**src/rtl/seg7_scan_decoder.sv**
```systemverilog
// Seven-segment display bus capture: stability filter, seg->hex decode and frame assembly.
// Define SEG7_SCAN_DECODER_SYNC_EN to place a two-flop synchronizer ahead of the input register.
module seg7_scan_decoder #(
  parameter int unsigned DIGITS        = 4,
  parameter int unsigned STABLE_CYCLES = 4
) (
  input  logic                  clk,
  input  logic                  rst_n,
  input  logic [6:0]            seg_in,
  input  logic [DIGITS-1:0]     dig_in,
  output logic [4*DIGITS-1:0]   value,
  output logic [DIGITS-1:0]     digit_err,
  output logic                  value_valid,
  input  logic                  value_ready,
  output logic                  overrun
);

  localparam int unsigned SampW     = DIGITS + 7;
  localparam int unsigned IdxW      = (DIGITS > 1) ? $clog2(DIGITS) : 1;
  localparam logic [7:0]  StableMax = 8'(STABLE_CYCLES);

  typedef enum logic [1:0] {StWait0, StCollect, StDeliver} state_e;

  logic [SampW-1:0] pin_w;
  logic [SampW-1:0] front_w;

  assign pin_w = {dig_in, seg_in};

`ifdef SEG7_SCAN_DECODER_SYNC_EN
  logic [SampW-1:0] sync1_q, sync2_q;

  always_ff @(posedge clk or negedge rst_n) begin
    if (!rst_n) begin
      sync1_q <= '0;
      sync2_q <= '0;
    end else begin
      sync1_q <= pin_w;
      sync2_q <= sync1_q;
    end
  end

  assign front_w = sync2_q;
`else
  assign front_w = pin_w;
`endif

  // Input register plus the previous sample for change detection.
  logic [SampW-1:0] samp_q, prev_q;
  logic [7:0]       cnt_q, cnt_d;

  always_ff @(posedge clk or negedge rst_n) begin
    if (!rst_n) begin
      samp_q <= '0;
      prev_q <= '0;
      cnt_q  <= '0;
    end else begin
      samp_q <= front_w;
      prev_q <= samp_q;
      cnt_q  <= cnt_d;
    end
  end

  logic [DIGITS-1:0] samp_dig;
  logic [6:0]        samp_seg;
  logic              accept;

  assign samp_dig = samp_q[SampW-1:7];
  assign samp_seg = samp_q[6:0];

  always_comb begin
    cnt_d = cnt_q;
    if (samp_q != prev_q) begin
      cnt_d = 8'd1;
    end else if (cnt_q < StableMax) begin
      cnt_d = cnt_q + 8'd1;
    end
  end

  // Fires only on the transition into saturation, never while held there.
  assign accept = $onehot(samp_dig) && (cnt_d == StableMax) && (cnt_q != StableMax);

  logic [IdxW-1:0] acc_idx;

  always_comb begin
    acc_idx = '0;
    for (int unsigned k = 0; k < DIGITS; k++) begin
      if (samp_dig[k]) acc_idx = IdxW'(k);
    end
  end

  // Returns {error, nibble}; unknown patterns decode to 0 with error set.
  function automatic logic [4:0] decode_seg(input logic [6:0] seg);
    logic [4:0] r;
    unique case (seg)
      7'h7E:   r = 5'h00;
      7'h30:   r = 5'h01;
      7'h6D:   r = 5'h02;
      7'h79:   r = 5'h03;
      7'h33:   r = 5'h04;
      7'h5B:   r = 5'h05;
      7'h5F:   r = 5'h06;
      7'h70:   r = 5'h07;
      7'h7F:   r = 5'h08;
      7'h7B:   r = 5'h09;
      7'h77:   r = 5'h0A;
      7'h1F:   r = 5'h0B;
      7'h4E:   r = 5'h0C;
      7'h3D:   r = 5'h0D;
      7'h4F:   r = 5'h0E;
      7'h47:   r = 5'h0F;
      default: r = 5'h10;
    endcase
    return r;
  endfunction

  logic [4:0] dec_w;
  logic [3:0] acc_nib;
  logic       acc_bad;

  assign dec_w   = decode_seg(samp_seg);
  assign acc_nib = dec_w[3:0];
  assign acc_bad = dec_w[4];

  state_e                  state_q, state_d;
  logic [DIGITS-1:0][3:0]  shadow_val_q, shadow_val_d;
  logic [DIGITS-1:0]       shadow_err_q, shadow_err_d;
  logic [DIGITS-1:0]       seen_q, seen_d;
  logic [DIGITS-1:0][3:0]  value_q, value_d;
  logic [DIGITS-1:0]       err_q, err_d;
  logic                    valid_q, valid_d;
  logic                    overrun_q, overrun_d;

  always_ff @(posedge clk or negedge rst_n) begin
    if (!rst_n) begin
      state_q      <= StWait0;
      shadow_val_q <= '0;
      shadow_err_q <= '0;
      seen_q       <= '0;
      value_q      <= '0;
      err_q        <= '0;
      valid_q      <= 1'b0;
      overrun_q    <= 1'b0;
    end else begin
      state_q      <= state_d;
      shadow_val_q <= shadow_val_d;
      shadow_err_q <= shadow_err_d;
      seen_q       <= seen_d;
      value_q      <= value_d;
      err_q        <= err_d;
      valid_q      <= valid_d;
      overrun_q    <= overrun_d;
    end
  end

  always_comb begin
    state_d      = state_q;
    shadow_val_d = shadow_val_q;
    shadow_err_d = shadow_err_q;
    seen_d       = seen_q;
    value_d      = value_q;
    err_d        = err_q;
    valid_d      = valid_q;
    overrun_d    = 1'b0;

    if (valid_q && value_ready) valid_d = 1'b0;

    unique case (state_q)
      StWait0: begin
        if (accept && (acc_idx == '0)) begin
          shadow_val_d[0] = acc_nib;
          shadow_err_d    = '0;
          shadow_err_d[0] = acc_bad;
          seen_d          = '0;
          seen_d[0]       = 1'b1;
          // A single-digit display completes its frame on this accept.
          state_d         = (&seen_d) ? StDeliver : StCollect;
        end
      end
      StCollect: begin
        if (accept) begin
          if (acc_idx == '0) begin
            shadow_err_d = '0;
            seen_d       = '0;
          end
          shadow_val_d[acc_idx] = acc_nib;
          shadow_err_d[acc_idx] = acc_bad;
          seen_d[acc_idx]       = 1'b1;
        end
        if (&seen_d) state_d = StDeliver;
      end
      StDeliver: begin
        if (!valid_q || value_ready) begin
          value_d = shadow_val_q;
          err_d   = shadow_err_q;
          valid_d = 1'b1;
        end else begin
          overrun_d = 1'b1;
        end
        state_d = StWait0;
      end
      default: state_d = StWait0;
    endcase
  end

  assign value       = value_q;
  assign digit_err   = err_q;
  assign value_valid = valid_q;
  assign overrun     = overrun_q;

endmodule
```
**config.mk**
```make
export PLATFORM = sky130hd
export DESIGN_NAME = seg7_scan_decoder
export DESIGN_NICKNAME = d
export VERILOG_FILES = /design/src/rtl/seg7_scan_decoder.sv
export SDC_FILE = /design/constraint.sdc
export NUM_CORES = 1
export LEC_CHECK = 0
export ABC_AREA = 0
export BUFFER_PORTS_ARGS = -buffer_cell sky130_fd_sc_hd__buf_2
export CORE_MARGIN = 5
export CORE_UTILIZATION = 45
export DETAILED_ROUTE_END_ITERATION = 7
export GPL_ROUTABILITY_DRIVEN = 0
export PLACE_DENSITY = 0.64
export SLEW_MARGIN = 20
export SYNTH_ARGS = -nofsm -noshare
export SYNTH_HDL_FRONTEND = slang
export SYNTH_SLANG_ARGS = --single-unit
```
**constraint.sdc**
```tcl
create_clock -name clk -period 9.1 [get_ports clk]
set_clock_uncertainty 0.1 [all_clocks]
set_input_delay 0.455 -clock clk [delete_from_list [all_inputs] [get_ports clk]]
set_output_delay 0.455 -clock clk [all_outputs]
set_load 0.05 [all_outputs]
```
==> results.yml <==
synth:
  syn_area_per_cell_um2: 11.9
  ys_ff_latch: 78
  yosysTopAreaCell: "dfrtp_1"
  synth_nets: 306
  ys_top_cells_by_area: "dfrtp_1 57%, mux2_2 10%, xor2_1 3.1%"
  ys_seq_area_share_pct: 57.0
  ys.flop_type: "dfrtp_1"
  synthTopCellsByCount: "78 x dfrtp_1, 31 x mux2_2, 18 x nand2_1, 12 x xor2_1"
  syn_inst: 287
  synth_warnings: 0
  syn-cell-area_um2: 3420
  post-synth-top-count-cell: "dfrtp_1"
  synth_edf_count: 0
  synth_top_area_share_pct: 57.0
  yosysUniqueCellTypes: 47
  async_flop_share_pct: 100
layout:
  areaGrowthSynthToFinish_pct: 14.7
  finish.instance_area_um2: 3930
  multiInputGateArea_um2: 1370
  final-seq-area_um2: 1950
  final_nets: 340
  final_cells: 425
  num-fill-cells: 636
  n_antenna_cell: 0
  drive_gt1_share_pct: 26.4
global_route:
  track_usage_pct: 14.0
  antenna_found_initial: 0
  grt_max_degree: 79
  grt_pass1_wl_um: 10700
  grt_pass1_vias: 2228
  grt_overflow_total: 0
clock_tree:
  cts_buffers: 9
  post_cts_buffers: 0
  cts.repair.resized: 0
  cts.sinks: 78
  cts_tree: "built"
  clk_pin_slew_ns: 0.08
  h-tree-depth: 3
  cts_buffer_depth: 2
  cts_root_buffer: "clkbuf_8"
  clk_latency_ns: 0.35
drt:
  wl_per_cell_um: 14.4
  dr_total_vias: 2215
  totalWireLength_um: 6130
  drc: 0
  drtIter0Drc: 116
  avgViaCountPerCell: 5.21
  ant_nets: 0
  drtPass1Iterations: 5
pwr:
  power_switching_uw: 145
  pwr-share-clk_pct: 43.7
  power.internal_uw: 546
  share_seq_of_total_power_pct: 52.1
  total_power_uw: 691
  irDropWorstVdd_v: 0.0000847
  leakagePower_nw: 1.95
  power_density_nw_per_um2: 176
  p_comb_share_pct: 4.2
  swShare_pct: 21.0
timing:
  worst_pin_slew_ns: 0.935
  finalSetupViolCount: 0
  maxSlewHeadroom_pct: 37.7
  finalCritPeriodShare_pct: 42.4
  clock.fmax_mhz: 259
  hold_viol_final: 0
  rsz0062_at_grt: "false"
  slew_viol_final: 0
  min_period_ns: 3.86
  setup_tns_ns: 0
  fin_hold_ws_ns: 0.110
setup_path:
  critPathKind: "flip-flop to flip-flop"
  cp_max_fo: 12
  endpoint_kind: "flip-flop"
  critPathArrivalTime_ns: 3.99
  cp_slowest_stage_delay_ns: 0.74
  slowest_stage: "or4_1"
  required_ns: 9.24
  startpoint_type: "flip-flop"
  crit_chain: "inv_1 > fa_1 > inv_1 > ha_1 > ha_1 > nor3b_1 > o211ai_1 > nor2_1 > nand2_1 > or4_1 > mux2_1"
  rrSetupSlack_ns: 5.24
job:
  cap_viol_max_count: 0
die:
  fp.dieH_um: 97.2
  die_area_um2: 9450
  initial_core_util_pct: 46.7
  num_rows: 31
  io_pins: 36
  core_area_um2: 7330
  fp.dieW_um: 97.2
place:
  placed_area_um2: 3660
  hpwl_um: 4180
  placed_cells: 407
  io_buffers: 35
min_path:
  hold_path.class: "input pin to flip-flop"
run_status:
  status: "finished clean"
-- power by group through the flow --
| stage | sequential (mW) | clock [mW] | combinational (mW) |
|---|---|---|---|
| global placement | 0.367 | 0 | 0.0274 |
| detailed placement | 0.367 | 0 | 0.0279 |
| CTS | 0.360 | 0.309 | 0.0280 |
| global route | 0.361 | 0.323 | 0.0340 |
| floorplan | 0.362 | 0 | 0.0193 |
| finish | 0.360 | 0.302 | 0.0291 |
-- registers in the layout, indices dropped and copies added, names as in the netlist --
register,count
state_q,2
overrun,1
value_valid,1
value,16
digit_err,4
shadow_val_q,16
cnt_q,8
shadow_err_q,4
seen_q,4
samp_q,11
prev_q,11
-- final timing paths --
kind | from | end | cells after the start
min | seg_in[1] | samp_q[1] | 1
max in group asynchronous | rst_n | overrun | 3
min in group asynchronous | rst_n | prev_q[0] | 2
max reg2reg | samp_q[10] | shadow_val_q[0] | 11
min reg2reg | samp_q[7] | prev_q[7] | 0
max | samp_q[10] | shadow_val_q[0] | 11
-- metal layers --
metal / GRT usage (%) / routed length, um / part of all wire (%)
met3: 4.52 / 258 / 4.2
met2: 19.8 / 2780 / 45
met4: 7.03 / 141 / 2.3
met5: 0 / 0 / 0
met1: 19.3 / 2960 / 48
-- cell families (layout without fill, tap and decap cells) --
family | Yosys count | in the layout | synth area share [%]
mux | 38 | 38 | 12.7
fa+ha+maj | 5 | 5 | 2.05
compound gates | 40 | 40 | 7.89
flops | 78 | 78 | 57.0
simple gates | 88 | 88 | 13.9
buf+inv | 25 | 64 | 3.14
xor+xnor | 13 | 13 | 3.32
-- worst max-delay path: cells and delay by family, from the launching register on --
| kind | cells | cell delay (ns) |
|---|---|---|
| and+or+nand+nor | 4 | 1.38 |
| DFF | 1 | 0.54 |
| adders and majority gates | 3 | 0.95 |
| buffers and inverters | 2 | 0.22 |
| AOI/OAI and AO/OA | 1 | 0.18 |
| muxes | 1 | 0.38 |
-- through the flow --
stage          worst slack, ns  util (%)
3_5_place_dp              5.29      49.9
3_3_place_gp              5.42      49.9
2_1_floorplan             5.73         -
4_1_cts                   5.27      53.1
6_report                  5.24      53.6
5_1_grt                   4.99      53.6
-- layout make-up --
class	count	area share (%)
inverter	11	1.05
timing repair buffer	37	5.48
tap	99	3.15
clock inverter	4	2.42
clock buffer	12	3.44
sequential	78	49.7
multi-input combinational	184	34.8
-- placed cells by master (no fill, tap or decap), types with 2 or more instances in the layout --
cell	n
o21ai_0	5
clkbuf_1	3
mux2_2	31
ha_1	4
nand2b_1	6
nand3_1	8
o22ai_1	3
mux2i_1	3
nor4_1	2
a22oi_1	2
or2_2	3
nor3_1	9
dfrtp_1	78
bufinv_16	3
a31oi_1	4
clkbuf_8	9
or4_1	2
a21oi_1	7
buf_2	34
nor2b_1	6
a211oi_1	2
xor2_1	12
o31ai_1	5
mux2_4	3
or3_1	3
o211ai_1	2
o21bai_1	2
nand2_1	18
nor2_1	11
and3_1	2
nor3b_1	7
and2_1	8
inv_1	11
-- what timing repair did --
action | 4_1_cts | 5_1_grt
hold buffers | 0 | 1
endpoints found under the hold margin | 0 | 20
endpoints found under the setup margin | 0 | 0
Power figures use the tool's default switching activity.
